===== config.mk =====
export PLATFORM = sky130hd
export DESIGN_NAME = mux_sram_ctrl
export DESIGN_NICKNAME = d
export VERILOG_FILES = /design/src/rtl/mux_sram_ctrl.sv
export SDC_FILE = /design/constraint.sdc
export NUM_CORES = 1
export LEC_CHECK = 0
export CORE_MARGIN = 4
export CORE_UTILIZATION = 35
export DETAILED_ROUTE_END_ITERATION = 10
export PLACE_DENSITY = 0.66
export SYNTH_ARGS = -nofsm -noshare
export SYNTH_HDL_FRONTEND = slang
export SYNTH_SLANG_ARGS = --single-unit

===== constraint.sdc =====
create_clock -name clk -period 2.5 [get_ports clk]
set_clock_uncertainty 0.15 [all_clocks]
set_input_delay 0.375 -clock clk [delete_from_list [all_inputs] [get_ports clk]]
set_output_delay 0.375 -clock clk [all_outputs]
set_load 0.01 [all_outputs]

===== src/rtl/mux_sram_ctrl.sv =====
// Multiplexed address/data SRAM controller: ALE/SETUP/STROBE/HOLD sequencer.
// Define MUX_SRAM_BURST_EN to enable multi-beat bursts driven by burst_len.
module mux_sram_ctrl #(
  parameter int AD_W = 8,
  parameter int ADDR_W = 16,
  parameter int NUM_BANKS = 2,
  parameter int WAIT_CYC = 0,
  localparam int BK_W =
    (NUM_BANKS > 1) ? $clog2(NUM_BANKS) : 1,
  localparam int HI_W = ADDR_W - AD_W - BK_W
) (
  input  logic              clk,
  input  logic              rst_n,
  input  logic              req,
  output logic              ready,
  input  logic              wr,
  input  logic [ADDR_W-1:0] addr,
  input  logic [AD_W-1:0]   wdata,
  input  logic [7:0]        burst_len,
  output logic [AD_W-1:0]   rdata,
  output logic              rvalid,
  output logic              wack,
  output logic              done,
  output logic              err,
  output logic [AD_W-1:0]   ad_o,
  output logic              ad_oe,
  input  logic [AD_W-1:0]   ad_i,
  output logic [HI_W-1:0]   ah_o,
  output logic              ale,
  output logic [NUM_BANKS-1:0] ce_n,
  output logic              oe_n,
  output logic              we_n
);

  typedef enum logic [2:0] {
    IDLE, ALE, SETUP, STROBE, HOLD
  } state_t;

  state_t            state_q, state_d;
  logic              wr_q;
  logic [ADDR_W-1:0] addr_q;
  logic [AD_W-1:0]   wdata_q;
  logic [AD_W-1:0]   rdata_q;
  logic [3:0]        wait_q;
  logic              err_q;
  logic              bad_in;
  logic              last_wait;
  logic              last_beat;
  logic [BK_W-1:0]   bank_q;

  assign bad_in =
    32'(addr[ADDR_W-1 -: BK_W]) >= NUM_BANKS;
  assign bank_q = addr_q[ADDR_W-1 -: BK_W];
  assign last_wait = wait_q == 4'(WAIT_CYC);

`ifdef MUX_SRAM_BURST_EN
  logic [7:0]      cnt_q;
  logic [ADDR_W:0] addr_nx;
  logic            nx_bad;
  logic            wrap;

  assign addr_nx = {1'b0, addr_q} + (ADDR_W+1)'(1);
  assign nx_bad = addr_nx[ADDR_W] |
    (32'(addr_nx[ADDR_W-1 -: BK_W]) >= NUM_BANKS);
  assign wrap = addr_nx[AD_W-1:0] == '0;
  assign last_beat = cnt_q == 8'd0;
`else
  logic unused_bl;
  assign unused_bl = ^burst_len;
  assign last_beat = 1'b1;
`endif

  always_comb begin
    state_d = state_q;
    unique case (state_q)
      IDLE:   if (req && !bad_in) state_d = ALE;
      ALE:    state_d = SETUP;
      SETUP:  state_d = STROBE;
      STROBE: if (last_wait) state_d = HOLD;
      HOLD: begin
        state_d = IDLE;
`ifdef MUX_SRAM_BURST_EN
        // Low-byte wrap needs a fresh ALE.
        if (!last_beat && !nx_bad)
          state_d = wrap ? ALE : SETUP;
`endif
      end
      default: state_d = IDLE;
    endcase
  end

  always_ff @(posedge clk) begin
    if (!rst_n) begin
      state_q <= IDLE;
      wr_q    <= 1'b0;
      addr_q  <= '0;
      wdata_q <= '0;
      rdata_q <= '0;
      wait_q  <= '0;
      err_q   <= 1'b0;
`ifdef MUX_SRAM_BURST_EN
      cnt_q   <= '0;
`endif
    end else begin
      state_q <= state_d;
      err_q   <= 1'b0;
      wait_q  <= (state_q == STROBE) ?
                 wait_q + 4'd1 : 4'd0;
      if (state_q == IDLE && req) begin
        wr_q   <= wr;
        addr_q <= addr;
        err_q  <= bad_in;
`ifdef MUX_SRAM_BURST_EN
        cnt_q  <= burst_len;
`endif
      end
      if (state_d == SETUP && state_q != SETUP)
        wdata_q <= wdata;
      if (state_q == STROBE && last_wait && !wr_q)
        rdata_q <= ad_i;
`ifdef MUX_SRAM_BURST_EN
      if (state_q == HOLD && !last_beat) begin
        addr_q <= addr_nx[ADDR_W-1:0];
        cnt_q  <= cnt_q - 8'd1;
        err_q  <= nx_bad;
      end
`endif
    end
  end

  always_comb begin
    ready  = state_q == IDLE;
    ale    = state_q == ALE;
    ad_oe  = 1'b0;
    ad_o   = '0;
    ah_o   = '0;
    ce_n   = '1;
    oe_n   = 1'b1;
    we_n   = 1'b1;
    wack   = 1'b0;
    done   = 1'b0;
    rvalid = 1'b0;
    rdata  = rdata_q;
    err    = err_q;
    if (state_q != IDLE) begin
      ah_o = addr_q[ADDR_W-BK_W-1:AD_W];
      for (int i = 0; i < NUM_BANKS; i++)
        if (bank_q == BK_W'(i)) ce_n[i] = 1'b0;
      if (state_q == ALE) begin
        ad_oe = 1'b1;
        ad_o  = addr_q[AD_W-1:0];
      end else if (wr_q) begin
        ad_oe = 1'b1;
        ad_o  = wdata_q;
      end
    end
    unique case (state_q)
      SETUP: begin
        wack = wr_q;
        oe_n = wr_q;
      end
      STROBE: begin
        we_n = !wr_q;
        oe_n = wr_q;
      end
      HOLD: begin
        rvalid = !wr_q;
        done   = last_beat;
      end
      default: ;
    endcase
  end

endmodule


; Yosys cells after proc, flatten, opt, wreduce, memory -nomap -nowiden
; Index checks and enable logic that the tools add are counted.
[op_classes]
div = 0
eq_ne = 6
n_reduce_logical = 10
shifts = 0
mux = 18
n_lt_le_gt_ge = 0
n_addsub = 1
bitwise = 0
multipliers = 0
[ops]
columns = operator, count
row1 = $mux W8, 3
row2 = $pmux W3 S4, 1
row3 = $mux W1, 10
row4 = $eq A3 B2 Y1 const B, 3
row5 = $mux W7, 1
row6 = $mux W3, 2
row7 = $add A4 B1 Y4 const B, 1
row8 = $logic_and A1 B1 Y1, 4
row9 = $logic_not A4 Y1, 1
row10 = $eq A3 B1 Y1 const B, 1
row11 = $eq A3 B3 Y1 const B, 1
row12 = $logic_not A3 Y1, 1
row13 = $ne A3 B2 Y1 const B, 1
row14 = $reduce_bool A3 Y1, 1
row15 = $mux W2, 1
row16 = $reduce_and A2 Y1, 1
row17 = $reduce_or A2 Y1, 1
row18 = $logic_not A1 Y1, 1
[totals]
latch_bits = 0
ram_bits = 0
out_inout_bits = 34
input_bits = 44
romBits = 0
mem_count = 0
reg_bits = 40
elab_cells = 41

; Logic depth before layout (Yosys ltp)
; Gate-level depths: netlist (run 1).
[logic_depth]
ltp_word = 5
ltp_mapped = 5
mapped_depth_nobuf = 5

; Least setup slack after synthesis (run 1)
; Ideal clock, no wire load.
[synth_path]
path_kind = flip-flop to output port
start = reg state_q[0]
end = out ad_o[0]
t_required_ns = 1.975
slack_ns = 0.546
n_path_buf = 2
path_stages_with_launch = 6
arrival_time_ns = 1.429
cell_sequence = dfxtp_1 > buf_2 > nor3b_2 > buf_2 > nand2_1 > a21oi_1
[synth_between]
elab_chain_cells = 3
word_cells_on_any_way = 4
cone_classes = eq/ne (1) / mux (2) / reduce/logical (1)
[synth_lines]
columns = element, line
row1 = "start, declared", 39  ; state_t state_q, state_d;
row2 = "start signal, assigned", 105  ; state_q <= state_d;
row3 = $eq A3 B1 Y1, --
row4 = named net ale, 29  ; output logic ale,
row5 = $mux W8, 149  ; if (state_q == ALE) begin
row6 = $mux W8, 145  ; if (state_q != IDLE) begin
row7 = "end, declared", 25  ; output logic [AD_W-1:0] ad_o,
; The timed path passes the listed nets, and every way through them passes these cells.

; Worst setup path after layout (run 1)
[layout_path]
start = reg state_q[0]
end = out ad_o[3]
[layout_between]
elab_chain_cells = 3
word_cells_on_any_way = 4
cone_classes = eq/ne (1) / mux (2) / reduce/logical (1)
[layout_lines]
columns = element, line
row1 = $eq A3 B1 Y1, 149
row2 = $mux W8, 149
row3 = $mux W8 *, 145
; Every way passes the cells marked *; elsewhere a longest branch is shown, timed or not.

==> flow_summary.toml, run 1 <==
[sta]
fmax_ghz = 0.419
hold_violations = 0
final-max-slew-violation-count = 0
holdWs_ns = 0.297
post-route-period-util = 0.955
setup_violations = 0
finalCriticalPeriod_ns = 2.39

[floorplan]
initial_core_util = 0.367
core_area_um2 = 4790
die_area_um2 = 6210
dieWidth_um = 78.8
ios = 78
core.rowCount = 25
dieHeight_um = 78.8

[clocking]
clkLatencyLatePin_ns = 0.29
cts_max_path_buffers = 2
cts_tree = "done"
cts.htree.levels = 2
cts_buffers = 5
cts_root_buf = "clkbuf_8"
clock_sinks = 40
cts.clk_slew.worst_paths_ns = 0.07

[final_layout]
final_nets = 336
stdcell_area_um2 = 2650
drive_gt1_frac = 0.107
fin_cells = 357
finalCoreUtilization = 0.554
antenna_cells = 0
area_delta_synth_final_pct = 51.1

[logic_synthesis]
synth_area_um2 = 1750
synth_seq_cells = 40
synth_warnings = 0
synth_top_area_frac = 0.456
synthCells = 218
synth_edf_count = 0
synthFlopType = "dfxtp_1"
synth_top_area_cell = "dfxtp_1"
synth_seq_area_share = 0.456
syn_area_per_cell_um2 = 8.05
synth.area.top_cells = "dfxtp_1 (46%), nand2_1 (11%), nand3_1 (5.4%), o21ai_0 (5.1%), mux2i_1 (4.6%)"
async_flop_share = 0
synthTopCellsByCount = "nand2_1 (53), dfxtp_1 (40), nand3_1 (19), o21ai_0 (18), clkbuf_1 (11)"
syn_nets = 264
synth_cell_types = 31
synth.most_common_cell = "nand2_1"

[global_routing]
antenna_found_initial = 0
grt_pass1_wl_mm = 7.32
track_usage = 0.147
grt_max_degree = 27
grt_pass1_vias = 1579
grt-ovfl-total = 0

[setup_path]
cp_cell_sequence = "nor3b_4, buf_6, nand2_1, a21oi_1, clkdlybuf4s50_1"
required_ns = 1.98
startpoint_type = "flip-flop"
arrival_ns = 1.86
critical_path_class = "reg2out"
cp_slowest_stage_delay_ns = 0.55
crit_fanout = 12
slowest_stage = "clkdlybuf4s50_1"
setup.worst_path.end_class = "primary output"

[drt]
num_vias = 1670
top_layer_used = "met4"
drc = 0
via_per_inst = 4.68
route.met3.wl_um = 385
drt_iter0_markers = 63
route.met2.wl_mm = 1.89
dr.pass1.iters = 4
drt_wl_total_mm = 4.33
routedWlPerCell_um = 12.1
met1Wirelength_mm = 2.00
final_antenna_net_count = 0

[place]
gp_congestion = 0.705
placed_area_um2 = 2530
port_buffers = 68
placed_cells = 349
hpwlAfterDp_mm = 3.08

[pwr]
powerDensity_nw_per_um2 = 572
p_leak_nw = 0.973
ir_drop_mv = 0.352

[min_path]
hold_path.class = "reg2reg"

[status]
outcome = "complete, no violations"

[job]
cap_violations = 0
==> worst paths after layout <==
check                                             from                      to  slack [ns]  cells after the start
worst min register to register  addr_q[9]$_SDFFE_PN0P_  addr_q[9]$_SDFFE_PN0P_        0.30                      2
worst max register to register   state_q[2]$_SDFF_PN0_       wr_q$_SDFFE_PN0P_        0.77                      5
worst max-delay path             state_q[0]$_SDFF_PN0_                 ad_o[3]        0.11                      5
worst min-delay path            addr_q[9]$_SDFFE_PN0P_  addr_q[9]$_SDFFE_PN0P_        0.30                      2
==> worst max-delay path, delay by kind of cell, from the launching register on <==
kind | cells | cell delay (ns)
AND/OR/NAND/NOR | 2 | 0.31
AO/OA/AOI/OAI | 1 | 0.15
flip-flops | 1 | 0.38
buffers and inverters | 2 | 0.73
==> cell usage in the layout, fill, tap and decap left out, types with 2 or more instances in the layout <==
cell	n
buf_4	12
dfxtp_1	38
inv_1	5
mux2i_1	8
a21oi_1	8
ha_1	2
clkdlybuf4s50_1	66
o21ai_0	14
nor2b_1	9
o21ai_1	11
a21boi_0	7
clkbuf_8	5
nand2_1	53
dfxtp_2	2
nor2_1	8
nand3_1	19
==> registers in the layout, indices dropped and copies added, names as in the netlist <==
signal	cells
state_q	3
wr_q	1
wdata_q	8
addr_q	16
rdata	8
wait_q	4
==> final cells by class <==
cell class	instances	area, um^2
fill	475	2130
tap	67	83.8
inverter	5	18.8
multi-input combinational	157	888
clock buffer	6	72.6
sequential	40	803
timing repair buffer	81	779
clock inverter	1	5.00
==> cell families (layout without fill, tap and decap cells) <==
kind of cell / count (synthesis) / in the layout / synth area share
AND/OR/NAND/NOR: 100 / 100 / 0.281
AO/OA/AOI/OAI: 44 / 44 / 0.141
flip-flops: 40 / 40 / 0.456
buffers and inverters: 21 / 93 / 0.0499
multiplexers: 8 / 8 / 0.0457
adder cells (fa/ha/maj): 2 / 2 / 0.0143
XOR/XNOR: 2 / 2 / 0.00999
other: 1 / 1 / 0.00214
==> repair_timing <==
| item | in CTS | in global routing |
|---|---|---|
| hold endpoints to repair | 0 | 0 |
| hold buffers | 0 | 0 |
| endpoints found under the setup margin | 16 | 15 |
| buffers inserted | 1 | 0 |
| gates resized for setup | 5 | 8 |
==> report_power, final <==
group	internal (W)	switching (W)
Sequential	0.000688	0.0000314
Clock	0.000190	0.000215
Combinational	0.000205	0.000187
==> stage by stage <==
stage | TNS (ns) | total power [W] | worst slack, ns
after floorplan | 0 | 0.000911 | 0.546
after global placement | 0 | 0.00110 | 0.203
after detailed placement | 0 | 0.00111 | 0.184
after CTS | 0 | 0.00152 | 0.00654
after global routing | -0.0127 | 0.00160 | -0.0127
final | 0 | 0.00152 | 0.112
==> routing by layer <==
layer	up-vias	global-route usage
li1	859	-
met2	46	0.222
met5	-	0
met4	0	0.0367
met3	7	0.0703
met1	758	0.189
(Power assumes the default switching activity.)
==> run 2, diff against run 1 <==
Settings changed: GPL_TIMING_DRIVEN set to 1.
==> results of run 2 <==
Final layout, timing and power as in run 1 (identical DEF).
==> run 3, diff against run 2 <==
Settings changed: SKIP_LAST_GASP set to 1.
==> run 3 against run 2 <==
Compared with the run above:
- worst hold slack stayed put
- critical path depth unchanged
- die area is the same
- global-route usage unchanged
- sequential power about the same
- utilization down 0.078 points
- final cell count did not move
- total power is essentially flat
- non-clock buffer count is the same
- first-iteration DRC count is the same
- clock-buffer cell count unchanged
- critical path type unchanged
==> flow_summary.toml, run 3 (synthesis results as in run 1) <==
[setup_path]
critical_path_class = "reg2out"
rr_worst_depth = 5
r2r-end = "wr_q$_SDFFE_PN0P_"
required_ns = 1.98
arrival_ns = 1.86
worst-r2r-setup-slack_ns = 0.78
startpoint_type = "flip-flop"
crit_fanout = 12
r2r_start = "state_q[2]$_SDFF_PN0_"
setup.worst_path.end_class = "primary output"

[final_layout]
largest-register = "addr_q"
num-fill-cells = 477
antenna_cells = 0
largest_reg_flops = 16
fin_cells = 357
area_delta_synth_final_pct = 50.9
final_cell_mix = "clkdlybuf4s50_1 (66), nand2_1 (53), dfxtp_1 (38), nand3_1 (19), o21ai_0 (14)"
final_nets = 336
stdcell_area_um2 = 2650
drive_gt1_frac = 0.103
final_common_cell = "clkdlybuf4s50_1"

[clocking]
cts_max_path_buffers = 2
clkLatencyLatePin_ns = 0.29
cts_buffers = 5
cts_root_buf = "clkbuf_8"
clock_sinks = 40
ctsHoldBuffers = 0
cts_tree = "done"
cts.htree.levels = 2
cts.clk_slew.worst_paths_ns = 0.07

[global_routing]
grt_pass1_vias = 1579
grt-ovfl-total = 0
track_usage = 0.147
grt_pass1_wl_mm = 7.32
antenna_found_initial = 0
grt_max_degree = 27

[sta]
rsz0062_at_grt = "yes"
setup_tns_ns = 0
setup_ws_ns = 0.112
setup_violations = 0
fmax_ghz = 0.419
hold_violations = 0
holdWs_ns = 0.297
post-route-period-util = 0.955
final-max-slew-violation-count = 0
finalCriticalPeriod_ns = 2.39

[pwr]
seqPwrFrac = 0.474
powerDensity_nw_per_um2 = 572
sw_frac_of_total = 0.286
p_leak_nw = 0.973
switchingPower_w = 0.000433
intPower_w = 0.00108
combinationalPowerShare = 0.258
ir_drop_mv = 0.352
pwr-share-clk = 0.268

[drt]
num_vias = 1669
final_antenna_net_count = 0
drt_wl_total_mm = 4.34
routedWlPerCell_um = 12.1
dr.pass1.iters = 4
drt_iter0_markers = 63
via_per_inst = 4.68
drc = 0

[min_path]
hold-path-cell-count = 2
hold_path.class = "reg2reg"
min_from = "addr_q[9]$_SDFFE_PN0P_"
min_to = "addr_q[9]$_SDFFE_PN0P_"

[floorplan]
dieWidth_um = 78.8
core_area_um2 = 4790
ios = 78
dieHeight_um = 78.8
die_area_um2 = 6210
core.rowCount = 25
initial_core_util = 0.367

[place]
gp_congestion = 0.705
port_buffers = 68
placed_cells = 349
hpwlAfterDp_mm = 3.08
dp_slack_ns = 0.184
placed_area_um2 = 2530

[status]
outcome = "complete, no violations"

[job]
cap_violations = 0
run 3: worst max-delay path by stage:
stage / from / to / cells after the start
finish: state_q[0]$_SDFF_PN0_ / ad_o[3] / 5
floorplan: state_q[0]$_SDFF_PN0_ / ad_o[0] / 5
CTS: state_q[1]$_SDFF_PN0_ / ready / 4
global route: state_q[0]$_SDFF_PN0_ / ad_o[5] / 5
global placement: state_q[1]$_SDFF_PN0_ / ad_o[6] / 5
detailed placement: state_q[1]$_SDFF_PN0_ / ah_o[4] / 5
run 3: per-stage QoR:
| step | total power (W) | utilization |
|---|---|---|
| 3_5_place_dp | 0.00111 | 0.530 |
| 5_1_grt | 0.00160 | 0.553 |
| 3_3_place_gp | 0.00110 | 0.530 |
| 2_1_floorplan | 0.000911 | - |
| 4_1_cts | 0.00152 | 0.551 |
| 6_report | 0.00152 | 0.553 |
run 3: worst max-delay path, cell delays in order (launching register included):
cell,delay (ns)
dfxtp_2,0.38
nor3b_4,0.25
buf_6,0.18
nand2_1,0.06
a21oi_1,0.15
clkdlybuf4s50_1,0.55
run 3: timing repair:
action                     in CTS  in global routing
buffers inserted                1                  0
setup endpoints to repair      16                 15
resized for setup               5                  7
run 3: layout make-up:
class / count / area, um^2 / area share
clock buffers: 6 / 72.6 / 0.0274
clock inverters: 1 / 5.00 / 0.00189
inverters: 5 / 18.8 / 0.00709
multi-input cells: 157 / 885 / 0.334
flip-flops and latches: 40 / 803 / 0.303
well taps: 67 / 83.8 / 0.0317
repair buffers: 81 / 779 / 0.294
run 3: routing by layer:
metal	track usage	wire [um]	up-vias	part of all wire
li1	-	-	858	-
met1	0.189	2020	758	0.46
met2	0.222	1890	46	0.44
met3	0.0703	385	7	0.089
met4	0.0367	42	0	0.0097
met5	0	0	-	0
run 3: power groups by stage:
stage	registers (W)	logic, W	clock network, W
floorplan	0.000720	0.000191	0
global placement	0.000728	0.000373	0
detailed placement	0.000730	0.000377	0
CTS	0.000718	0.000391	0.000413
global route	0.000725	0.000431	0.000446
finish	0.000719	0.000391	0.000406
